--- config.mk ---
export PLATFORM = sky130hd
export DESIGN_NAME = branch_resolve_ctrl
export DESIGN_NICKNAME = d
export VERILOG_FILES = /design/src/rtl/branch_resolve_ctrl.sv
export SDC_FILE = /design/constraint.sdc
export NUM_CORES = 1
export LEC_CHECK = 0
export CAP_MARGIN = 10
export CORE_ASPECT_RATIO = 0.6
export CORE_MARGIN = 2
export CORE_UTILIZATION = 55
export CTS_BUF_LIST = sky130_fd_sc_hd__clkbuf_16
export DETAILED_ROUTE_END_ITERATION = 8
export GPL_TIMING_DRIVEN = 0
export PLACE_DENSITY = 0.87
export SYNTH_ARGS = -nofsm -noshare
export SYNTH_HDL_FRONTEND = slang
export SYNTH_SLANG_ARGS = --single-unit
--- constraint.sdc ---
create_clock -name clk_i -period 2.6 [get_ports clk_i]
set_input_delay 0.39 -clock clk_i [delete_from_list [all_inputs] [get_ports clk_i]]
set_output_delay 0.39 -clock clk_i [all_outputs]
set_load 0.02 [all_outputs]
--- src/rtl/branch_resolve_ctrl.sv ---
// Branch resolution sequencer for a bank of 2-bit saturating-counter predictors.
// After reset it sweeps every table index with init strobes. It then keeps
// in-flight predictions in an in-order queue, pairs each one with its EX-stage
// resolution, and issues one counter-update strobe per resolved branch.
// A direction mismatch empties the queue and opens a flush window.
module branch_resolve_ctrl #(
    parameter int IDX_W     = 4,
    parameter int QLOG2     = 2,
    parameter int FLUSH_CYC = 2
) (
    input  logic             clk_i,
    input  logic             rst_i,
    input  logic             pred_valid_i,
    input  logic             pred_taken_i,
    input  logic [IDX_W-1:0] pred_idx_i,
    output logic             pred_ready_o,
    input  logic             res_valid_i,
    input  logic             res_taken_i,
    output logic             upd_en_o,
    output logic [IDX_W-1:0] upd_idx_o,
    output logic             upd_result_o,
    output logic             init_o,
    output logic             mispredict_o,
    output logic             flush_o,
    output logic [QLOG2:0]   count_o
);

    localparam int DEPTH = 1 << QLOG2;
    localparam int ENT_W = IDX_W + 1;
    // The flush counter holds FLUSH_CYC-1 down to 0; keep it at least 1 bit wide.
    localparam int FC_W  = (FLUSH_CYC > 1) ? $clog2(FLUSH_CYC) : 1;

    localparam logic [IDX_W-1:0] LAST_IDX   = '1;
    localparam logic [QLOG2:0]   DEPTH_CNT  = (QLOG2+1)'(DEPTH);
    localparam logic [FC_W-1:0]  FLUSH_LOAD = FC_W'(FLUSH_CYC - 1);

    typedef enum logic [1:0] {
        ST_INIT  = 2'd0,
        ST_RUN   = 2'd1,
        ST_FLUSH = 2'd2
    } state_t;

    state_t             state_reg;
    logic [IDX_W-1:0]   init_cnt_reg;
    logic [QLOG2-1:0]   wr_ptr_reg;
    logic [QLOG2-1:0]   rd_ptr_reg;
    logic [QLOG2:0]     count_reg;
    logic [FC_W-1:0]    flush_cnt_reg;

    // Each entry is {predicted_taken, table_index}.
    logic [ENT_W-1:0]   queue_mem [DEPTH];

    logic               in_run;
    logic               push;
    logic               pop;
    logic               mismatch;
    logic [ENT_W-1:0]   head_entry;
    logic               head_taken;
    logic [IDX_W-1:0]   head_idx;

    // Handshake and queue-control decode from the current state.
    always_comb begin
        in_run       = (state_reg == ST_RUN);
        // A full queue refuses a push even if a pop happens in the same cycle.
        pred_ready_o = in_run && (count_reg < DEPTH_CNT);
        push         = pred_valid_i && pred_ready_o;
        pop          = in_run && res_valid_i && (count_reg != '0);
        head_entry   = queue_mem[rd_ptr_reg];
        head_taken   = head_entry[IDX_W];
        head_idx     = head_entry[IDX_W-1:0];
        mismatch     = pop && (head_taken != res_taken_i);
        count_o      = count_reg;
    end

    // Queue storage: no reset needed, validity is tracked by count/pointers.
    always_ff @(posedge clk_i) begin
        if (push) begin
            queue_mem[wr_ptr_reg] <= {pred_taken_i, pred_idx_i};
        end
    end

    // Main sequencer: init sweep, in-order resolution, flush window.
    always_ff @(posedge clk_i or posedge rst_i) begin
        if (rst_i) begin
            state_reg     <= ST_INIT;
            init_cnt_reg  <= '0;
            wr_ptr_reg    <= '0;
            rd_ptr_reg    <= '0;
            count_reg     <= '0;
            flush_cnt_reg <= '0;
            upd_en_o      <= 1'b0;
            upd_idx_o     <= '0;
            upd_result_o  <= 1'b0;
            init_o        <= 1'b0;
            mispredict_o  <= 1'b0;
            flush_o       <= 1'b0;
        end else begin
            case (state_reg)
                ST_INIT: begin
                    upd_en_o     <= 1'b1;
                    init_o       <= 1'b1;
                    upd_idx_o    <= init_cnt_reg;
                    mispredict_o <= 1'b0;
                    flush_o      <= 1'b0;
                    init_cnt_reg <= init_cnt_reg + 1'b1;
                    if (init_cnt_reg == LAST_IDX) begin
                        state_reg <= ST_RUN;
                    end
                end

                ST_RUN: begin
                    upd_en_o     <= pop;
                    init_o       <= 1'b0;
                    mispredict_o <= mismatch;
                    flush_o      <= mismatch;
                    if (pop) begin
                        upd_idx_o    <= head_idx;
                        upd_result_o <= res_taken_i;
                    end
                    if (mismatch) begin
                        // Everything younger than the mispredicted branch is
                        // wrong-path, including a push arriving this cycle.
                        wr_ptr_reg    <= '0;
                        rd_ptr_reg    <= '0;
                        count_reg     <= '0;
                        flush_cnt_reg <= FLUSH_LOAD;
                        state_reg     <= ST_FLUSH;
                    end else begin
                        if (push) begin
                            wr_ptr_reg <= wr_ptr_reg + 1'b1;
                        end
                        if (pop) begin
                            rd_ptr_reg <= rd_ptr_reg + 1'b1;
                        end
                        case ({push, pop})
                            2'b10:   count_reg <= count_reg + 1'b1;
                            2'b01:   count_reg <= count_reg - 1'b1;
                            default: count_reg <= count_reg;
                        endcase
                    end
                end

                ST_FLUSH: begin
                    upd_en_o     <= 1'b0;
                    init_o       <= 1'b0;
                    mispredict_o <= 1'b0;
                    if (flush_cnt_reg == '0) begin
                        flush_o   <= 1'b0;
                        state_reg <= ST_RUN;
                    end else begin
                        flush_o       <= 1'b1;
                        flush_cnt_reg <= flush_cnt_reg - 1'b1;
                    end
                end

                default: begin
                    state_reg <= ST_INIT;
                end
            endcase
        end
    end

endmodule

==> impl_metrics.tcl, run 1 <==
set metrics [dict create \
    fin_crit_ns 2.54 \
    synth.most_common_cell "dfrtp_1" \
    fp.dieW_um 83.6 \
    die_h_um 51.8 \
    synthTopCellsByArea "edfxtp_1 (29%), dfrtp_1 (27%), ha_1 (6.6%), mux4_1 (5.0%), nor2_1 (2.7%)" \
    wl_um 4300 \
    cap_violations 0 \
    avgViaCountPerCell 5.81 \
    num_antenna_cells 0 \
    synth_area_um2 2090 \
    layout-drive-gt1-share_pct 11.1 \
    setup_tns_ns 0 \
    dr.pass1.iters 4 \
    grt_pass1_vias 1518 \
    synth_top_cell_by_area "edfxtp_1" \
    coreArea_um2 3660 \
    n_fill_cell 245 \
    largest_reg_flops 20 \
    synth_edf_count 20 \
    endpoint_kind "register" \
    grt-ovfl-total 0 \
    multi_input_area_um2 866 \
    fin_skew_ns 0.00191 \
    final_core_util_pct 69.3 \
    whs_endpoint "upd_en_o$_DFFE_PP0P_" \
    clk_pin_slew_ns 0.06 \
    timing.rr.start "state_reg[0]$_DFFE_PP0P_" \
    hold_ws_ns 0.511 \
    place.gp.congestion 0.833 \
    drtIter0Drc 161 \
    synth_top_area_share_pct 28.7 \
    grt_first_pass_wirelength_um 7180 \
    drc 0 \
    grt_max_degree 24 \
    ys_warn_count 0 \
    vias 1371 \
    regArea_um2 1180 \
    dieArea_um2 4330 \
    rows 17 \
    cp-start-kind "register" \
    antenna_left 0 \
    synth_ff_type "dfrtp_1" \
    postSynthCellCount 158 \
    syn2layout_area_growth_pct 21.1 \
    power.density_cell_area_nw_per_um2 1180 \
    setup_violations 0 \
    cts_tree "yes" \
    async_reset_ff_share_pct 53.5 \
    initial_core_util_pct 57.2 \
    synthTopCellsByCount "dfrtp_1 (23), edfxtp_1 (20), nor2_1 (15), ha_1 (11), nand2_1 (11)" \
    fin_nets 211 \
    cp_data_required_time_ns 2.77 \
    htree_levels 2 \
    avgSynthCellArea_um2 13.2 \
    cts_root_buffer "clkbuf_16" \
    worst-r2r-cell-count 10 \
    track_usage_pct 22.5 \
    min_from "upd_en_o$_DFFE_PP0P_" \
    ir_worst_vdd_uv 652 \
    wl_per_cell_um 18.2 \
    dpl-instance-area_um2 2370 \
    antenna_found_initial 0 \
    hpwl_um 3010 \
    cts_hold_buf 0 \
    clock.fmax_mhz 393 \
    clock_sinks 43 \
    critPathSlowestCell "dfrtp_1" \
    pin_count 23 \
    ctsLongestPathBuffers 2 \
    synth-seq-area-share_pct 56.2 \
    r2r-end "count_o[2]$_DFFE_PP0P_" \
    numCtsBuffers 5 \
    yosysUniqueCellTypes 38 \
    cp_max_fo 10 \
    crit_path_frequent_cell "nor3_1" \
    hp-class "register to register" \
    finalCritPeriodShare_pct 97.9 \
    synthesis.nets 180 \
    whs_path_depth 1 \
    reg2reg_slack_ns 0.06 \
    port-buffer-count 22 \
    status "finished, final reports clean" \
    insertion_delay_ns 0.28 \
    slew_violations 0 \
    finalHoldViolCount 0 \
    synth-seq-cells 43 \
    leakage_nw 1.03 \
    slew_headroom_pct 40.5 \
    slowest_delay_ns 0.47 \
    worstMarginPinSlew_ns 0.892 \
    worstSetupPathType "register to register" \
    arrival_ns 2.72 \
    fin_area_um2 2530 \
    crit_chain "ha_1, buf_2, o311ai_4, buf_6, buf_4, nor2_1, fa_1, nor3_2, nor3_1, nor3_1" \
]
[cells by family (layout without fill, tap and decap cells)]
| logic type | count (synthesis) | count (layout) | share of synthesized area, % |
|---|---|---|---|
| muxes | 13 | 13 | 10.2 |
| DFF | 43 | 43 | 56.2 |
| xor gates and xnor gates | 9 | 9 | 4.66 |
| and+or+nand+nor | 49 | 49 | 11.6 |
| AOI/OAI and AO/OA | 20 | 20 | 7.17 |
| adders and majority gates | 12 | 12 | 7.53 |
| buffers and inverters | 12 | 43 | 2.69 |
[worst max-delay path, delay by kind of cell (launching register included)]
family	cells	cell delay [ns]
AO/OA/AOI/OAI	1	0.14
flip-flops	1	0.47
adder cells (fa/ha/maj)	2	0.70
AND/OR/NAND/NOR	4	0.55
buffers and inverters	3	0.56
[cell type report]
type / instances / share of cell area [%]
plain buffers: 6 / 1.68
well taps: 47 / 2.32
inverters: 6 / 0.888
repair buffers: 24 / 9.28
multi-input cells: 103 / 34.2
clock inverters: 2 / 0.296
flip-flops and latches: 43 / 46.4
clock buffers: 5 / 4.94
[metal layers]
| metal | track usage [%] | up-vias | wire (um) |
|---|---|---|---|
| met4 | 10.5 | 0 | 66 |
| li1 | - | 631 | - |
| met5 | 0 | - | 0 |
| met3 | 5.87 | 8 | 188 |
| met2 | 38.3 | 43 | 2110 |
| met1 | 27.6 | 689 | 1940 |
[how the worst max path moves through the flow]
stage / from / end / slack, ns / cells past startpoint
global route: state_reg[1]$_DFFE_PP0P_ / count_o[2]$_DFFE_PP0P_ / -0.06 / 11
CTS: state_reg[1]$_DFFE_PP0P_ / count_o[2]$_DFFE_PP0P_ / 0.003 / 11
detailed placement: state_reg[1]$_DFFE_PP0P_ / count_o[2]$_DFFE_PP0P_ / -0.08 / 11
global placement: state_reg[1]$_DFFE_PP0P_ / count_o[2]$_DFFE_PP0P_ / 0.04 / 11
finish: state_reg[0]$_DFFE_PP0P_ / count_o[2]$_DFFE_PP0P_ / 0.06 / 10
floorplan: count_o[0]$_DFFE_PP0P_ / count_o[2]$_DFFE_PP0P_ / 0.30 / 8
[metrics by stage]
step	setup slack (ns)	std cells	power (mW)
5_1_grt	-0.0571	236	3.19
4_1_cts	0.00284	234	2.98
2_1_floorplan	0.297	158	1.95
3_5_place_dp	-0.0802	227	2.38
6_report	0.0558	236	3.00
3_3_place_gp	0.0411	227	2.28
[power breakdown]
| part | internal [mW] | total, mW | switching, mW |
|---|---|---|---|
| registers | 0.909 | 1.11 | 0.196 |
| clock network | 0.343 | 0.571 | 0.229 |
| logic | 0.623 | 1.33 | 0.703 |
[cell usage in the layout, fill, tap and decap left out, drive strengths merged, types with 2 or more instances in the layout]
cell type      Yosys  layout
dfrtp             23      23
clkbuf             2       7
o22ai              4       4
clkdlybuf4s50      0      22
mux2i              4       4
ha                11      11
mux2               4       4
nand2b             2       2
nor3               4       4
edfxtp            20      20
and2               7       7
xor2               4       4
xnor2              5       5
a21oi              4       4
nor2              16      16
buf                4       6
inv                6       8
o21ai              4       4
mux4               5       5
nand2             11      11
nand3              3       3
a2111oi            2       2
[timing repair]
action,CTS,global route
endpoints found under the setup margin,1,2
pin swaps,0,1
buffers inserted,0,2
gates resized for setup,2,3
Power figures use the tool's default switching activity.
==> run 2: changes to the inputs <==
--- a/config.mk
+++ b/config.mk
@@ -13,6 +13,8 @@
 export DETAILED_ROUTE_END_ITERATION = 8
 export GPL_TIMING_DRIVEN = 0
 export PLACE_DENSITY = 0.87
+export RECOVER_POWER = 50
 export SYNTH_ARGS = -nofsm -noshare
 export SYNTH_HDL_FRONTEND = slang
 export SYNTH_SLANG_ARGS = --single-unit
+export TNS_END_PERCENT = 50
==> run 2 against run 1 <==
Sequential cell count unchanged. First-iteration DRC count unchanged. Worst hold slack got worse by 0.0054 ns. Worst setup slack improved by 0.010 ns. Via count decreased by 0.73%. Critical path depth unchanged. Non-clock buffer count unchanged. Clock-buffer cell count unchanged. Utilization unchanged. Routed wire length decreased by 0.74%. Critical endpoint unchanged. Highest routed layer unchanged.
==> impl_metrics.tcl, run 2 (synthesized netlist as in run 1, its figures left out) <==
set metrics [dict create \
    critPathSlowestCell "dfrtp_1" \
    htree_levels 2 \
    worst-r2r-cell-count 10 \
    numCtsBuffers 5 \
    cp-start-kind "register" \
    rows 17 \
    antenna_left 0 \
    cts_root_buffer "clkbuf_16" \
    die_h_um 51.8 \
    power.density_cell_area_nw_per_um2 1180 \
    grt_max_degree 24 \
    timing.rr.start "state_reg[0]$_DFFE_PP0P_" \
    arrival_ns 2.71 \
    port-buffer-count 22 \
    leakage_nw 1.04 \
    insertion_delay_ns 0.28 \
    multi_input_area_um2 866 \
    setup_violations 0 \
    cp_num_buf_inv 3 \
    power_mw 2.99 \
    vias 1361 \
    antenna_found_initial 0 \
    final_cell_mix "dfrtp_1 (22), edfxtp_1 (20), nor2_1 (15)" \
    crit_family "adder cells" \
    layout_commonest_cell "dfrtp_1" \
    min_from "upd_en_o$_DFFE_PP0P_" \
    status "finished, final reports clean" \
    fin_nets 211 \
    coreArea_um2 3660 \
    cts_hold_buf 0 \
    ir_worst_vdd_uv 653 \
    cp_max_fo 10 \
    clock_sinks 43 \
    hpwl_um 3010 \
    slew_violations 0 \
    ctsLongestPathBuffers 2 \
    initial_core_util_pct 57.2 \
    finalHoldViolCount 0 \
    n_fill_cell 245 \
    fp.dieW_um 83.6 \
    avgViaCountPerCell 5.77 \
    cap_violations 0 \
    reg2reg_slack_ns 0.07 \
    fin_skew_ns 0.00203 \
    layout-drive-gt1-share_pct 11.1 \
    wl_per_cell_um 18.1 \
    whs_endpoint "upd_en_o$_DFFE_PP0P_" \
    regArea_um2 1180 \
    worstSetupPathType "register to register" \
    slew_headroom_pct 40.1 \
    fin_crit_ns 2.53 \
    drc 0 \
    r2r-end "count_o[2]$_DFFE_PP0P_" \
    place.gp.congestion 0.833 \
    largest_reg_flops 20 \
    grt-ovfl-total 0 \
    slowest_delay_ns 0.47 \
    worstMarginPinSlew_ns 0.897 \
    num_antenna_cells 0 \
    setup_tns_ns 0 \
    finalCritPeriodShare_pct 97.5 \
    cp_data_required_time_ns 2.78 \
    grt_first_pass_wirelength_um 7180 \
    dr.pass1.iters 4 \
    cts_tree "yes" \
    clk_pin_slew_ns 0.06 \
    track_usage_pct 22.5 \
    endpoint_kind "register" \
    hp-class "register to register" \
    dieArea_um2 4330 \
    syn2layout_area_growth_pct 21.1 \
    wl_um 4270 \
    pin_count 23 \
    drtIter0Drc 161 \
    crit_path_frequent_cell "nor3_1" \
    whs_path_depth 1 \
    grt_pass1_vias 1518 \
    crit_chain "ha_1, buf_2, o311ai_4, buf_6, buf_4, nor2_1, fa_1, nor3_2, nor3_1, nor3_1" \
    clock.fmax_mhz 395 \
]
run 2: cell count changes in the layout (fill, tap and decap cells not counted):
cell	before	now
dlygate4sd3_1	0	9
clkdlybuf4s50_1	22	13
run 2: metal layers:
| metal | share of wire (%) | up-vias | wire, um | track usage, % |
|---|---|---|---|---|
| met5 | 0 | - | 0 | 0 |
| met4 | 1.5 | 0 | 66 | 10.5 |
| met3 | 3.6 | 8 | 152 | 5.87 |
| met2 | 50 | 31 | 2120 | 38.3 |
| met1 | 45 | 690 | 1930 | 27.6 |
| li1 | - | 632 | - | - |
run 2: worst register-to-register path, cell delays in order (launching register included):
cell      delay (ns)
dfrtp_1         0.47
ha_1            0.28
buf_2           0.20
o311ai_4        0.14
buf_6           0.18
buf_4           0.18
nor2_1          0.08
fa_1            0.43
nor3_2          0.20
nor3_1          0.06
nor3_1          0.21
run 2: timing repair:
item,in CTS,in global routing
hold endpoints to repair,0,0
gates resized for setup,2,3
setup endpoints to repair,1,2
buffers inserted,0,2
pin swaps,0,1
run 2: worst max path at each step:
| stage | depth (start not counted) | slack, ns | end | startpoint |
|---|---|---|---|---|
| 2_1_floorplan | 8 | 0.30 | count_o[2]$_DFFE_PP0P_ | count_o[0]$_DFFE_PP0P_ |
| 3_3_place_gp | 11 | 0.04 | count_o[2]$_DFFE_PP0P_ | state_reg[1]$_DFFE_PP0P_ |
| 3_5_place_dp | 11 | -0.08 | count_o[2]$_DFFE_PP0P_ | state_reg[1]$_DFFE_PP0P_ |
| 4_1_cts | 11 | 0.003 | count_o[2]$_DFFE_PP0P_ | state_reg[1]$_DFFE_PP0P_ |
| 5_1_grt | 11 | -0.06 | count_o[2]$_DFFE_PP0P_ | state_reg[1]$_DFFE_PP0P_ |
| 6_report | 10 | 0.07 | count_o[2]$_DFFE_PP0P_ | state_reg[0]$_DFFE_PP0P_ |
run 2: final cells by class:
| type | count | share of cell area (%) |
|---|---|---|
| plain buffers | 6 | 1.68 |
| clock buffers | 5 | 4.94 |
| clock inverters | 2 | 0.296 |
| inverters | 6 | 0.888 |
| multi-input cells | 103 | 34.2 |
| flip-flops and latches | 43 | 46.4 |
| well taps | 47 | 2.32 |
| repair buffers | 24 | 9.28 |
run 2: power by group:
part	switching [mW]	internal [mW]	leakage, nW
logic	0.701	0.614	0.506
clock network	0.230	0.343	0.0723
registers	0.195	0.909	0.460
run 2: metrics by stage:
stage	hold WS (ns)	cell area [um^2]	worst slack (ns)	std cells	util, %
after floorplan	0.392	2090	0.297	158	-
after global routing	0.530	2530	-0.0571	236	69.3
after detailed placement	0.489	2370	-0.0802	227	64.8
final	0.506	2530	0.0657	236	69.3
after CTS	0.514	2510	0.00284	234	68.6
after global placement	0.470	2370	0.0411	227	64.8
